===== config.mk =====
export PLATFORM = sky130hd
export DESIGN_NAME = mux_arbiter
export DESIGN_NICKNAME = d
export VERILOG_FILES = /design/src/rtl/mux_arbiter.sv
export SDC_FILE = /design/constraint.sdc
export NUM_CORES = 1
export LEC_CHECK = 0
export BUFFER_PORTS_ARGS = -buffer_cell sky130_fd_sc_hd__buf_2
export CAP_MARGIN = 20
export CELL_PAD_IN_SITES_DETAIL_PLACEMENT = 1
export CELL_PAD_IN_SITES_GLOBAL_PLACEMENT = 2
export CORE_AREA = 4 4 70 46
export CTS_BUF_LIST = sky130_fd_sc_hd__clkbuf_8
export CTS_CLUSTER_DIAMETER = 200
export CTS_CLUSTER_SIZE = 28
export DETAILED_ROUTE_END_ITERATION = 12
export DIE_AREA = 0 0 74 50
export PLACE_DENSITY_LB_ADDON = 0.15
export SETUP_SLACK_MARGIN = 0.02
export SLEW_MARGIN = 30
export SYNTH_ARGS = -nofsm -noshare
export SYNTH_HDL_FRONTEND = slang
export SYNTH_SLANG_ARGS = --single-unit

===== constraint.sdc =====
create_clock -name clk -period 4 [get_ports clk]
set_clock_uncertainty 0.2 [all_clocks]
set_input_delay 0.4 -clock clk [delete_from_list [all_inputs] [get_ports clk]]
set_output_delay 0.4 -clock clk [all_outputs]
set_load 0.05 [all_outputs]

===== src/rtl/mux_arbiter.sv =====
// mux_arbiter: round-robin arbiter owning the select of a shared 8-bit 4:1
// data multiplexer. Requester i drives mux input i (0=a, 1=b, 2=c, 3=d).
// A grant is held for at most MAX_HOLD consecutive cycles while any other
// requester is waiting. Release hands over to the next waiting requester on
// the same edge, with no idle cycle in between.
//
// Ports:
//   clk    in   rising-edge clock
//   rst_n  in   asynchronous active-low reset
//   req    in   [3:0] request lines, bit i = requester i
//   grant  out  [3:0] registered one-hot grant, zero when idle
//   sel    out  [1:0] registered mux select = index of granted requester
//   busy   out  high while any grant is asserted
module mux_arbiter #(
    parameter int unsigned MAX_HOLD = 4  // legal range 1..15
) (
    input  logic       clk,
    input  logic       rst_n,
    input  logic [3:0] req,
    output logic [3:0] grant,
    output logic [1:0] sel,
    output logic       busy
);

    typedef enum logic {IDLE, BUSY} state_t;

    state_t     state;
    logic [1:0] last;
    logic [3:0] hold;

    logic [3:0] hold_max;
    logic [3:0] others;
    logic [2:0] idle_pick;
    logic [2:0] succ_pick;
    logic       do_switch;
    logic       go_idle;
    logic       hold_inc;

    // Returns {found, index} of the first set bit of cand, scanning
    // start, start+1, ... modulo 4.
    function automatic logic [2:0] rr_pick(input logic [3:0] cand,
                                           input logic [1:0] start);
        logic       found;
        logic [1:0] idx;
        logic [1:0] win;
        found = 1'b0;
        win   = '0;
        for (int unsigned k = 0; k < 4; k++) begin
            idx = start + 2'(k);
            if (!found && cand[idx]) begin
                found = 1'b1;
                win   = idx;
            end
        end
        return {found, win};
    endfunction

    assign hold_max = 4'(MAX_HOLD - 1);

    always_comb begin
        // In BUSY the owner index is sel; mask it when looking for a successor.
        others    = req & ~(4'b0001 << sel);
        idle_pick = rr_pick(req, last + 2'd1);
        succ_pick = rr_pick(others, sel + 2'd1);
        do_switch = 1'b0;
        go_idle   = 1'b0;
        hold_inc  = 1'b0;
        if (req[sel]) begin
            if (!succ_pick[2]) begin
                hold_inc = (hold < hold_max);  // saturate when alone
            end else if (hold < hold_max) begin
                hold_inc = 1'b1;
            end else begin
                do_switch = 1'b1;              // hold limit reached
            end
        end else if (succ_pick[2]) begin
            do_switch = 1'b1;                  // release with others waiting
        end else begin
            go_idle = 1'b1;
        end
    end

    always_ff @(posedge clk or negedge rst_n) begin
        if (!rst_n) begin
            state <= IDLE;
            grant <= '0;
            sel   <= '0;
            busy  <= 1'b0;
            last  <= 2'b11;
            hold  <= '0;
        end else begin
            case (state)
                IDLE: begin
                    if (idle_pick[2]) begin
                        state <= BUSY;
                        grant <= 4'b0001 << idle_pick[1:0];
                        sel   <= idle_pick[1:0];
                        last  <= idle_pick[1:0];
                        hold  <= '0;
                        busy  <= 1'b1;
                    end
                end
                BUSY: begin
                    if (do_switch) begin
                        grant <= 4'b0001 << succ_pick[1:0];
                        sel   <= succ_pick[1:0];
                        last  <= succ_pick[1:0];
                        hold  <= '0;
                    end else if (go_idle) begin
                        state <= IDLE;
                        grant <= '0;
                        busy  <= 1'b0;
                    end else if (hold_inc) begin
                        hold <= hold + 4'd1;
                    end
                end
                default: state <= IDLE;
            endcase
        end
    end

endmodule


# After elaboration in Yosys (flattened, before gate mapping)
# Index checks and enable logic that the tools add are counted.
dict set report word_totals {
  reg_bits 14
}
dict set report op_classes {
  addsub 9
  order_cmp 10
  n_eq_ne 7
  n_shift 3
  n_mux 63
  bitwise_logic 3
  reduce_logical 16
}
# cell n
set ops {}
lappend ops {{1-bit two-way mux} 32}
lappend ops {{4-bit two-way mux} 7}
lappend ops {{2-bit by 3-bit less-than comparator with 1-bit output (second input constant)} 9}
lappend ops {{2-bit two-way mux} 10}
lappend ops {{1-bit binary-select mux with 2-bit select} 9}
lappend ops {{4-bit one-hot mux with 2 select lines} 2}
lappend ops {{1-bit by 2-bit left shift with 4-bit output (first input constant)} 3}
lappend ops {{2-bit by 1-bit adder with 2-bit output (second input constant)} 4}
lappend ops {{2-bit adder (second input constant)} 4}
lappend ops {{1-bit logical AND} 6}
lappend ops {{1-bit logical NOT} 6}
lappend ops {{3-bit by 1-bit != test with 1-bit output (second input constant)} 2}
lappend ops {{3-bit AND reduction} 2}
lappend ops {{4-bit by 1-bit adder with 4-bit output (second input constant)} 1}
lappend ops {{4-bit bitwise AND} 1}
lappend ops {{4-bit by 2-bit less-than comparator with 1-bit output (second input constant)} 1}
lappend ops {{2-bit by 1-bit != test with 1-bit output (second input constant)} 2}
lappend ops {{2-bit != test (second input constant)} 2}
lappend ops {{4-bit inverter} 1}
lappend ops {{1-bit one-hot mux with 2 select lines} 2}
lappend ops {{2-bit one-hot mux with 2 select lines} 1}
lappend ops {{2-bit AND reduction} 2}
lappend ops {{3-bit != test (second input constant)} 1}
lappend ops {{1-bit inverter} 1}

# Depth between registers and ports, before layout
# Gate-level depths: netlist of run 1.
dict set report depth {
  ltp_word 21
  mapped_depth 8
  mapped_depth_nobuf 7
}

# Worst setup path before layout of run 1
# Ideal clock, no wire load.
dict set report synth_timing {
  path_type {register to register}
  startpoint {register sel[0]}
  endpoint {register sel[1]}
  setup_time_ns 0.126
  arrival_ns 2.347
  required_time_ns 3.674
  setup_slack_ns 1.327
  stages_incl_launch_ff 9
  period_less_slack_ns 2.673
  cell_sequence {dfrtp_1 inv_1 ha_1 or2b_1 nand4_2 and3_4 buf_6 mux2_4 a221o_1}
}
dict set report synth_between {
  elab_chain_cells 19
}
# item line_no
set synth_lines {}
lappend synth_lines {{from (decl)} 21} ;# output logic [1:0] sel,
lappend synth_lines {{from (signal assigned)} 97} ;# sel <= idle_pick[1:0];
lappend synth_lines {{from (signal assigned)} 106} ;# sel <= succ_pick[1:0];
lappend synth_lines {{branches (longest 19 deep; another with 2-bit by 1-bit adder with 2-bit output)} -}
# Parallel ways; which one is timed is not known. The select of a mux whose other input is x is not followed.
# A chain may end at the register's enable or synchronous reset.

# Worst setup path in the final report of run 1
# Same ends and word-level chain as after synthesis.

==> results by group, run 1 <==
Run status
  • Outcome: complete, no violations

Global routing
  • Initial antenna violation count: 0
  • Global-route wire length before repair: 4.429 mm
  • Tot GR Track Use: 16.08%
  • GRT overflow: 0
  • Largest net degree at the start of global routing: 16
  • Number of global-route vias before repair: 850

Cells and area
  • # diodes: 0
  • Share of layout cells above drive strength 1: 25.00%
  • Post-route standard cell area excluding fillers: 0.001130 mm2
  • Area Overhead vs Synth: 15.62%
  • Nets@finish: 128
  • Non-filler cells, final: 148
  • Utilization after layout: 45.10%
  • Most frequent cells in the layout: 12 x dfrtp_1, 12 x buf_2, 8 x nor2_1

Setup path
  • Worst r2r src: sel[0]
  • Critical-path cell list: inv_1 -> ha_1 -> or2b_1 -> nand4_2 -> and3_4 -> mux2_4 -> a221o_1
  • Crit path required time: 3.93 ns
  • Worst Path Arrival: 2.39 ns
  • CP max FO: 7
  • CP max stage cell: dfrtp_1
  • Flop-to-flop setup slack: 1.54 ns
  • Crit Path Category: register to register
  • R2R depth: 7
  • Worst Setup End Kind: register
  • R2R Path End: sel[1]
  • Nature of the critical path startpoint: register
  • Crit-path max cell delay: 0.47 ns

Placed design
  • Placed cell area: 0.001059 mm2
  • Placed Cells: 143
  • PortBufs: 12
  • Final RePlAce weighted congestion: 0.7782
  • Dpl ws: 1.559 ns
  • DP Wirelength: 1.995 mm

Pwr
  • Maximum vdd drop: 0.3936 mV
  • Leak: 0.5028 nW
  • PD cells: 868.8 mW/mm2

Synthesis
  • Synth Flop Type: dfrtp_1
  • YS warnings: 0
  • Synthesized area per cell: 9.580 um2
  • Syn_nets: 113
  • Post-synthesis async set-or-reset flop share: 100.0%
  • #FFs+latches synth: 14
  • Post-synthesis sequential area ratio: 36.11%
  • Synthesized cell area: 977.2 um2
  • Number of synthesized flops with an enable pin: 0
  • Synth cell types: 40
  • Synth Instances: 102

Die
  • Die X: 74 um
  • Die Ht: 50 um
  • Initial core utilization: 39.01%
  • Io pins: 13
  • DIE AREA: 0.003700 mm2
  • Row count: 14
  • Core ar.: 0.002505 mm2

STA
  • Sum Neg Setup Slack: 0 ns
  • Final setup fails: 0
  • Unrepaired setup endpoints after global routing: false
  • Fmax achieved: 0.4070 GHz
  • Headroom to the max-slew limit: 54.84%
  • Measured slew at the worst slew-check pin: 0.6718 ns
  • Final WS setup: 1.543 ns
  • Tcrit/Tclk final: 61.42%
  • Final slew viol count: 0
  • Hold Vio Cnt, Final: 0
  • Minimum clock period: 2.457 ns

CTS
  • CTS tree: built
  • Clock Root Buffer: clkbuf_8
  • Number of buffers added for setup after CTS: 0
  • CTS max path bufs: 2
  • # clock sinks: 14
  • Clock-pin slew on the worst setup and hold paths: 0.06 ns
  • Htree depth: 1
  • PostCTS Resize Cnt: 0
  • Hold_buf cts: 1
  • Num CTS Buffers: 3
  • Worst skew pair latency: 0.25 ns

Drt
  • Met1 WL: 1.368 mm
  • WL final: 2.570 mm
  • Via count: 817
  • Via density: 5.520
  • Post-route ant nets: 0
  • 1st-iter DRT viols: 36
  • DRC violations left: 0
  • WL met3: 76 um
  • DR top layer: met4
  • 1st-pass router iterations: 4
  • Metal2 WL: 1.096 mm
  • WL per Instance: 17.36 um

Worst hold path
  • Min-delay worst type: register to register
  • Hold Startpoint: hold[0]
  • Hold path depth: 1
  • WHS Endpoint: hold[0]

Run
  • Max-Cap Viols: 0
[report_power, final]
part	internal, mW	switching, mW	total (mW)
clock network	0.0873	0.0531	0.140
logic	0.231	0.342	0.573
registers	0.202	0.0657	0.268
total	0.521	0.461	0.982
[per-stage QoR]
step	total power, mW	hold slack (ns)
2_1_floorplan	0.7113	-0.09559
3_3_place_gp	0.8163	0.1211
3_5_place_dp	0.8394	0.1250
4_1_cts	0.9890	0.2919
5_1_grt	1.062	0.3134
6_report	0.9816	0.2904
[synthesized netlist by cell type, types with 2 or more instances]
cell      number  area (um2)
a21oi_1        4       20.02
dfrtp_1       12       300.3
nand3_1        2       10.01
a221o_1        2       20.02
nand4b_1       2       17.52
clkbuf_1       2       7.510
inv_1          6       22.52
mux2_4         2       30.03
o221ai_1       3       26.28
or2b_1         2       15.01
mux2i_1        3       30.03
nand2_1        6       22.52
ha_1           5       62.56
a22oi_1        3       22.52
nor2b_1        4       25.02
nor2_1         8       30.03
dfstp_2        2       52.55
a31oi_1        2       12.51
nand2b_1       6       37.54
o21ai_0        6       30.03
[state kept, by name (all words and copies together), names as in the netlist]
name   count
busy       1
sel        2
state      1
last       2
grant      4
hold       4
[worst max-delay path, delay by kind of cell (launching register included)]
kind / cells / cell delay (ns)
multiplexers: 1 / 0.30
adder cells (fa/ha/maj): 1 / 0.26
AND/OR/NAND/NOR: 3 / 0.68
buffers and inverters: 1 / 0.15
AO/OA/AOI/OAI: 1 / 0.29
flip-flops: 1 / 0.47
[per-layer routing]
layer	GRT usage, %	vias up
li1	-	401
met1	23.05	401
met2	22.94	10
met3	4.868	5
met4	4.518	0
met5	0	-
[kinds of logic (layout without fill, tap and decap cells)]
family | count (synthesis) | after routing | share of synthesized area (%)
DFF | 14 | 14 | 36.11
AOI/OAI and AO/OA | 25 | 25 | 17.67
muxes | 7 | 7 | 9.603
and+or+nand+nor | 42 | 42 | 25.99
buffers and inverters | 9 | 23 | 4.225
adders and majority gates | 5 | 5 | 6.402
[how the worst max path moves through the flow]
stage          startpoint  depth (start not counted)        to
6_report           sel[0]                          7    sel[1]
5_1_grt            sel[0]                          7  grant[0]
4_1_cts            sel[0]                          7    sel[1]
3_5_place_dp       sel[0]                          7    sel[1]
3_3_place_gp       sel[1]                          6  grant[0]
2_1_floorplan      sel[0]                          8    sel[1]
[layout make-up]
type	instances	area, um2
timing repair buffer	13	70.07
tap	32	40.04
sequential	14	352.8
clock buffer	4	55.05
fill	303	1375
multi-input combinational	79	589.3
inverter	6	22.52
Note: power is estimated with default switching activity, not from simulation.
==> run 2, diff against run 1 <==
--- a/config.mk
+++ b/config.mk
@@ -9,12 +9,12 @@
 export CAP_MARGIN = 20
 export CELL_PAD_IN_SITES_DETAIL_PLACEMENT = 1
 export CELL_PAD_IN_SITES_GLOBAL_PLACEMENT = 2
-export CORE_AREA = 4 4 70 46
+export CORE_AREA = 4 4 72 47
 export CTS_BUF_LIST = sky130_fd_sc_hd__clkbuf_8
 export CTS_CLUSTER_DIAMETER = 200
 export CTS_CLUSTER_SIZE = 28
 export DETAILED_ROUTE_END_ITERATION = 12
-export DIE_AREA = 0 0 74 50
+export DIE_AREA = 0 0 76 51
 export PLACE_DENSITY_LB_ADDON = 0.15
 export SETUP_SLACK_MARGIN = 0.02
 export SLEW_MARGIN = 30
==> constraint.sdc (replaced) <==
create_clock -name clk -period 2.5 [get_ports clk]
set_clock_uncertainty 0.2 [all_clocks]
set_input_delay 0.25 -clock clk [delete_from_list [all_inputs] [get_ports clk]]
set_output_delay 0.25 -clock clk [all_outputs]
set_load 0.05 [all_outputs]
==> results by group, run 2 (same netlist as run 1, synthesis figures left out) <==
Run status
  • Outcome: complete, no violations

STA
  • Worst hold slack: 0.2383 ns (-0.05210 ns)
  • Final slew viol count: 0 (unchanged)
  • Final setup fails: 0 (unchanged)
  • Measured slew at the worst slew-check pin: 0.5461 ns (-0.1258 ns)
  • Tcrit/Tclk final: 95.21% (+34 points)
  • Unrepaired setup endpoints after global routing: false
  • Minimum clock period: 2.380 ns (-0.07671 ns)
  • Fmax achieved: 0.4201 GHz (+3.2%)
  • Sum Neg Setup Slack: 0 ns (unchanged)
  • Headroom to the max-slew limit: 63.60% (+8.8 points)
  • Hold Vio Cnt, Final: 0 (unchanged)

Placed design
  • Final RePlAce weighted congestion: 0.7269 (-6.6%)
  • DP Wirelength: 2.052 mm (+2.9%)
  • PortBufs: 12 (unchanged)
  • Placed Cells: 148 (+3.5%)

Drt
  • WL per Instance: 16.58 um (-4.5%)
  • Via density: 5.374 (-2.6%)
  • Post-route ant nets: 0 (unchanged)
  • DRC violations left: 0 (unchanged)
  • Via count: 833 (+2.0%)
  • WL final: 2.570 mm (unchanged)
  • 1st-pass router iterations: 4 (unchanged)
  • 1st-iter DRT viols: 20 (-44%)

Pwr
  • Total power: 1.592 mW (+62%)
  • Gate power share: 59.7% (+1.3 points)
  • Maximum vdd drop: 0.4771 mV (+21%)
  • Clock power share: 13.9% (-0.4 points)
  • Flop pwr share: 26.4% (-0.9 points)
  • Leak: 0.5243 nW (+4.3%)
  • Sw Share: 45.30% (-1.6 points)
  • Switch Pwr: 0.7213 mW (+56%)
  • Internal power: 0.8708 mW (+67%)
  • PD cells: 1365 mW/mm2 (+57%)

Setup path
  • Worst Path Arrival: 2.31 ns (-0.08 ns)
  • CP max FO: 6 (-1)
  • Worst Setup End Kind: register
  • Crit path required time: 2.43 ns (-1.50 ns)
  • Nature of the critical path startpoint: register
  • Crit Path Category: register to register

CTS
  • Clock-pin slew on the worst setup and hold paths: 0.06 ns (about the same)
  • Clock Root Buffer: clkbuf_8
  • PostCTS Resize Cnt: 0 (unchanged)
  • CTS tree: built
  • Worst skew pair latency: 0.24 ns (about the same)
  • Num CTS Buffers: 3 (unchanged)
  • Htree depth: 1 (unchanged)
  • CTS max path bufs: 2 (unchanged)
  • # clock sinks: 14 (unchanged)

Cells and area
  • Layout filler cell count: 330 (+8.9%)
  • Non-filler cells, final: 155 (+4.7%)
  • Share of layout cells above drive strength 1: 28.93% (+3.9 points)
  • Regs by FF count: grant x4, hold x4
  • Nets@finish: 133 (+3.9%)
  • Most frequent cells in the layout: 12 x buf_2, 10 x dfrtp_1, 8 x nor2_1
  • Most common cell after layout, fill and taps aside: buf_2
  • Utilization after layout: 42.27% (-2.8 points)
  • Area Overhead vs Synth: 19.33%
  • # diodes: 0 (unchanged)

Global routing
  • Tot GR Track Use: 14.57% (-1.5 points)
  • Global-route wire length before repair: 4.450 mm (+0.47%)
  • Number of global-route vias before repair: 905 (+6.5%)
  • Largest net degree at the start of global routing: 15 (-1)
  • Initial antenna violation count: 0 (unchanged)
  • GRT overflow: 0 (unchanged)

Die
  • Row count: 15 (+1)
  • Io pins: 13 (unchanged)
  • Die Ht: 51 um (+2.0%)
  • Die X: 76 um (+2.7%)
  • Initial core utilization: 35.42% (-3.6 points)
  • DIE AREA: 0.003876 mm2 (+4.8%)
  • Core ar.: 0.002759 mm2 (+10%)

Worst hold path
  • Min-delay worst type: input pin to asynchronous set/reset pin

Run
  • Max-Cap Viols: 0 (unchanged)
[run 2: changes by cell type in the layout (fill, tap and decap cells not counted), sizes merged]
cell | previous run | this run
buf | 12 | 17
[run 2: power groups by stage]
stage / logic, mW / clock network [mW] / registers, mW
2_1_floorplan: 0.598 / 0 / 0.543
3_3_place_gp: 0.902 / 0 / 0.424
3_5_place_dp: 0.927 / 0 / 0.429
4_1_cts: 0.932 / 0.231 / 0.425
5_1_grt: 1.05 / 0.241 / 0.436
6_report: 0.950 / 0.222 / 0.420
[run 2: worst paths after layout]
kind | startpoint | endpoint | slack [ns] | depth (start not counted)
worst min register to register | hold[0] | hold[0] | 0.29 | 1
worst max-delay path | sel[0] | sel[1] | 0.12 | 7
min in group clk | hold[0] | hold[0] | 0.29 | 1
worst min-delay path | rst_n | sel[1] | 0.24 | 2
worst max register to register | sel[0] | sel[1] | 0.12 | 7
max in group asynchronous | rst_n | last[0] | 1.56 | 2
[run 2: what timing repair did]
item                       4_1_cts  5_1_grt
setup endpoints to repair        0        2
hold endpoints to repair        13        0
hold buffers                     1        0
setup buffers                    0        2
[run 2: area by class of cell]
cell class	count	area [um2]	share of cell area [%]
clock buffers	4	55.05	4.721
inverters	6	22.52	1.931
multi-input cells	79	583.1	50.00
flip-flops and latches	14	355.3	30.47
well taps	34	42.54	3.648
repair buffers	18	107.6	9.227
[run 2: worst max-delay path, cell delays in order, from the launching register on]
cell and delay (ns):
dfrtp_2 0.41, inv_1 0.12, ha_1 0.24, or2b_1 0.26, nand4_2 0.17, and3_4 0.27, mux2_4 0.30, a221o_1 0.28
[run 2: stage by stage]
| step | cell area (um2) | setup WS (ns) |
|---|---|---|
| 3_3_place_gp | 1086 | 0.1176 |
| 6_report | 1166 | 0.1198 |
| 4_1_cts | 1151 | 0.1003 |
| 2_1_floorplan | 979.7 | 0.03011 |
| 5_1_grt | 1166 | 0.03686 |
| 3_5_place_dp | 1086 | 0.1081 |
[run 2: routing by layer]
layer | vias up | wire length, um | global-route usage, %
li1 | 411 | - | -
met2 | 8 | 1079 | 21.88
met5 | - | 0 | 0
met3 | 2 | 81 | 3.521
met1 | 412 | 1401 | 21.26
met4 | 0 | 8 | 2.663
==> run 3, diff against run 2 <==
--- a/config.mk
+++ b/config.mk
@@ -5,16 +5,17 @@
 export SDC_FILE = /design/constraint.sdc
 export NUM_CORES = 1
 export LEC_CHECK = 0
+export ABC_AREA = 1
 export BUFFER_PORTS_ARGS = -buffer_cell sky130_fd_sc_hd__buf_2
 export CAP_MARGIN = 20
 export CELL_PAD_IN_SITES_DETAIL_PLACEMENT = 1
 export CELL_PAD_IN_SITES_GLOBAL_PLACEMENT = 2
-export CORE_AREA = 4 4 72 47
+export CORE_AREA = 4 4 88 57
 export CTS_BUF_LIST = sky130_fd_sc_hd__clkbuf_8
 export CTS_CLUSTER_DIAMETER = 200
 export CTS_CLUSTER_SIZE = 28
 export DETAILED_ROUTE_END_ITERATION = 12
-export DIE_AREA = 0 0 76 51
+export DIE_AREA = 0 0 92 61
 export PLACE_DENSITY_LB_ADDON = 0.15
 export SETUP_SLACK_MARGIN = 0.02
 export SLEW_MARGIN = 30
==> results by group, run 3 <==
Run status
  • Outcome: complete, no violations

CTS
  • Clock Root Buffer: clkbuf_8
  • Number of buffers added for setup after CTS: 0 (unchanged)
  • CTS tree: built
  • # clock sinks: 14 (unchanged)
  • CTS max path bufs: 2 (unchanged)
  • Clock-pin slew on the worst setup and hold paths: 0.06 ns (about the same)
  • Htree depth: 1 (unchanged)
  • Num CTS Buffers: 3 (unchanged)
  • Worst skew pair latency: 0.25 ns (about the same)

Synthesis
  • Synth Instances: 211 (+110%)
  • Synthesized area per cell: 6.612 um2 (-31%)
  • Synth top cells by count: 76 x nand2_1, 26 x nand3_1, 18 x inv_1
  • Most frequent cell after synthesis: nand2_1
  • Biggest area consumer among synthesized cells: dfrtp_1
  • Post-synthesis sequential area ratio: 25.29% (-11 points)
  • Share of the synthesized area in the top cell type: 21.52% (-9.2 points)
  • YS warnings: 0 (unchanged)
  • Synthesized cell area: 0.001395 mm2 (+43%)
  • Number of synthesized flops with an enable pin: 0 (unchanged)
  • Post-synthesis async set-or-reset flop share: 100.0% (unchanged)
  • Synth cell types: 25 (-38%)
  • Synth Flop Type: dfrtp_1
  • #FFs+latches synth: 14 (unchanged)
  • Top cells by area, synth: dfrtp_1 22%, nand2_1 20%, nand3_1 9.3%
  • Syn_nets: 222 (+96%)

Worst hold path
  • Min-delay worst type: input pin to asynchronous set/reset pin

Global routing
  • Initial antenna violation count: 0 (unchanged)
  • Global-route wire length before repair: 6.506 mm (+46%)
  • Tot GR Track Use: 14.50% (-0.064 points)
  • GRT overflow: 0 (unchanged)
  • Largest net degree at the start of global routing: 15 (unchanged)
  • Number of global-route vias before repair: 1405 (+55%)

STA
  • Final WS setup: 0.2745 ns (+0.1548 ns)
  • Fmax achieved: 0.4493 GHz (+7.0%)
  • Headroom to the max-slew limit: 79.06% (+15 points)
  • Final setup fails: 0 (unchanged)
  • Final slew viol count: 0 (unchanged)
  • Minimum clock period: 2.225 ns (-0.1548 ns)
  • Sum Neg Setup Slack: 0 ns (unchanged)
  • Worst hold slack: 0.2299 ns (-0.008399 ns)
  • Tcrit/Tclk final: 89.02% (-6.2 points)
  • Measured slew at the worst slew-check pin: 0.3109 ns (-0.2352 ns)
  • Hold Vio Cnt, Final: 0 (unchanged)
  • Unrepaired setup endpoints after global routing: false

Cells and area
  • Regs by FF count: grant x4, hold x4
  • Register area: 355.3 um2 (unchanged)
  • Nets@finish: 240 (+80%)
  • Most frequent cells in the layout: 76 x nand2_1, 26 x nand3_1, 17 x inv_1, 13 x nand2_2, 13 x nor2_1
  • Area Overhead vs Synth: 15.70%
  • Footprint of the multi-input gates: 942.2 um2 (+62%)
  • Layout filler cell count: 564 (+71%)
  • Most common cell after layout, fill and taps aside: nand2_1
  • # diodes: 0 (unchanged)
  • Post-route standard cell area excluding fillers: 0.001614 mm2 (+38%)
  • Share of layout cells above drive strength 1: 29.82% (+0.90 points)

Placed design
  • DP Wirelength: 3.100 mm (+51%)
  • Placed cell area: 0.001529 mm2 (+41%)
  • Dpl ws: 0.05708 ns (-0.05100 ns)
  • PortBufs: 12 (unchanged)
  • Final RePlAce weighted congestion: 0.8042 (+11%)

Drt
  • Via density: 4.667 (-13%)
  • Via count: 1344 (+61%)
  • DRC violations left: 0 (unchanged)
  • WL final: 3.614 mm (+41%)
  • 1st-iter DRT viols: 42 (+110%)
  • 1st-pass router iterations: 4 (unchanged)
  • WL per Instance: 12.55 um (-24%)
  • Post-route ant nets: 0 (unchanged)

Setup path
  • Nature of the critical path startpoint: register
  • CP max FO: 7 (+1)
  • Crit Path Category: register to register
  • Worst Path Arrival: 2.16 ns (-0.15 ns)
  • R2R depth: 14 (+7)
  • Worst Setup End Kind: register
  • Crit path required time: 2.43 ns (about the same)

Die
  • Io pins: 13 (unchanged)
  • DIE AREA: 0.005612 mm2 (+45%)
  • Die Ht: 61 um (+20%)
  • Row count: 18 (+3)
  • Initial core utilization: 34.04% (-1.4 points)
  • Core ar.: 0.004099 mm2 (+49%)
  • Die X: 92 um (+21%)

Run
  • Max-Cap Viols: 0 (unchanged)
## run 3: cell count changes in the layout (fill, tap and decap cells not counted), sizes merged, moves of 4 or more
| cell | delta |
|---|---|
| o21ai | +4 |
| nand2 | +89 |
| nor2 | +12 |
| nand3 | +29 |
| nor2b | -4 |
| nand2b | -6 |
| inv | +19 |
## run 3: worst paths after layout
kind                        start      end  slack (ns)
min in group clk             busy     busy        0.26
min reg2reg                  busy     busy        0.26
max in group asynchronous   rst_n  last[0]        1.58
max reg2reg                sel[0]   sel[1]        0.27
max                        sel[0]   sel[1]        0.27
min                         rst_n  hold[3]        0.23
## run 3: layer usage
layer	GRT usage [%]	wire (um)	vias to the layer above
met5	0	0	-
met4	2.537	18	0
met3	2.602	81	4
met2	24.17	1598	8
met1	20.24	1916	627
li1	-	-	705
## run 3: logic make-up (layout without fill, tap and decap cells)
kind of cell               count (synthesis)  count (layout)  share of synthesized area, %
AOI/OAI and AO/OA                         14              14                         6.906
adders and majority gates                  5               5                         4.484
buffers and inverters                     27              44                         8.251
DFF                                       14              14                         25.29
and+or+nand+nor                          151             151                         55.07
## run 3: cell type report
class	instances	share of cell area, %
well taps	60	4.651
repair buffers	15	5.271
inverters	25	6.279
flip-flops and latches	14	22.02
clock buffers	4	3.411
multi-input cells	170	58.37
## run 3: timing repair
action                                 CTS  global route
resized for setup                        0             6
endpoints found under the hold margin   14             0
setup endpoints to repair                0            13
hold buffers                             1             0
## run 3: critical path: stages, from the launching register on
cell     delay, ns
dfrtp_2       0.45
buf_4         0.17
ha_1          0.19
inv_1         0.08
nand3_1       0.14
nand3_1       0.12
nand2_2       0.11
nand2_1       0.09
nand2_1       0.05
nand2_1       0.07
nand2_1       0.06
nor2_2        0.14
nand2_1       0.09
nand3_2       0.07
o21ai_1       0.06
## run 3: per-stage QoR
stage / utilization (%) / std cells
final: 39.38 / 288
after global routing: 39.38 / 288
after CTS: 38.89 / 288
after detailed placement: 37.30 / 283
after global placement: 37.30 / 283
after floorplan: - / 211
Power of run 3 is left out: the tool's default activity adds up to more than one toggle a clock period on the data nets, which glitch-free logic cannot reach.
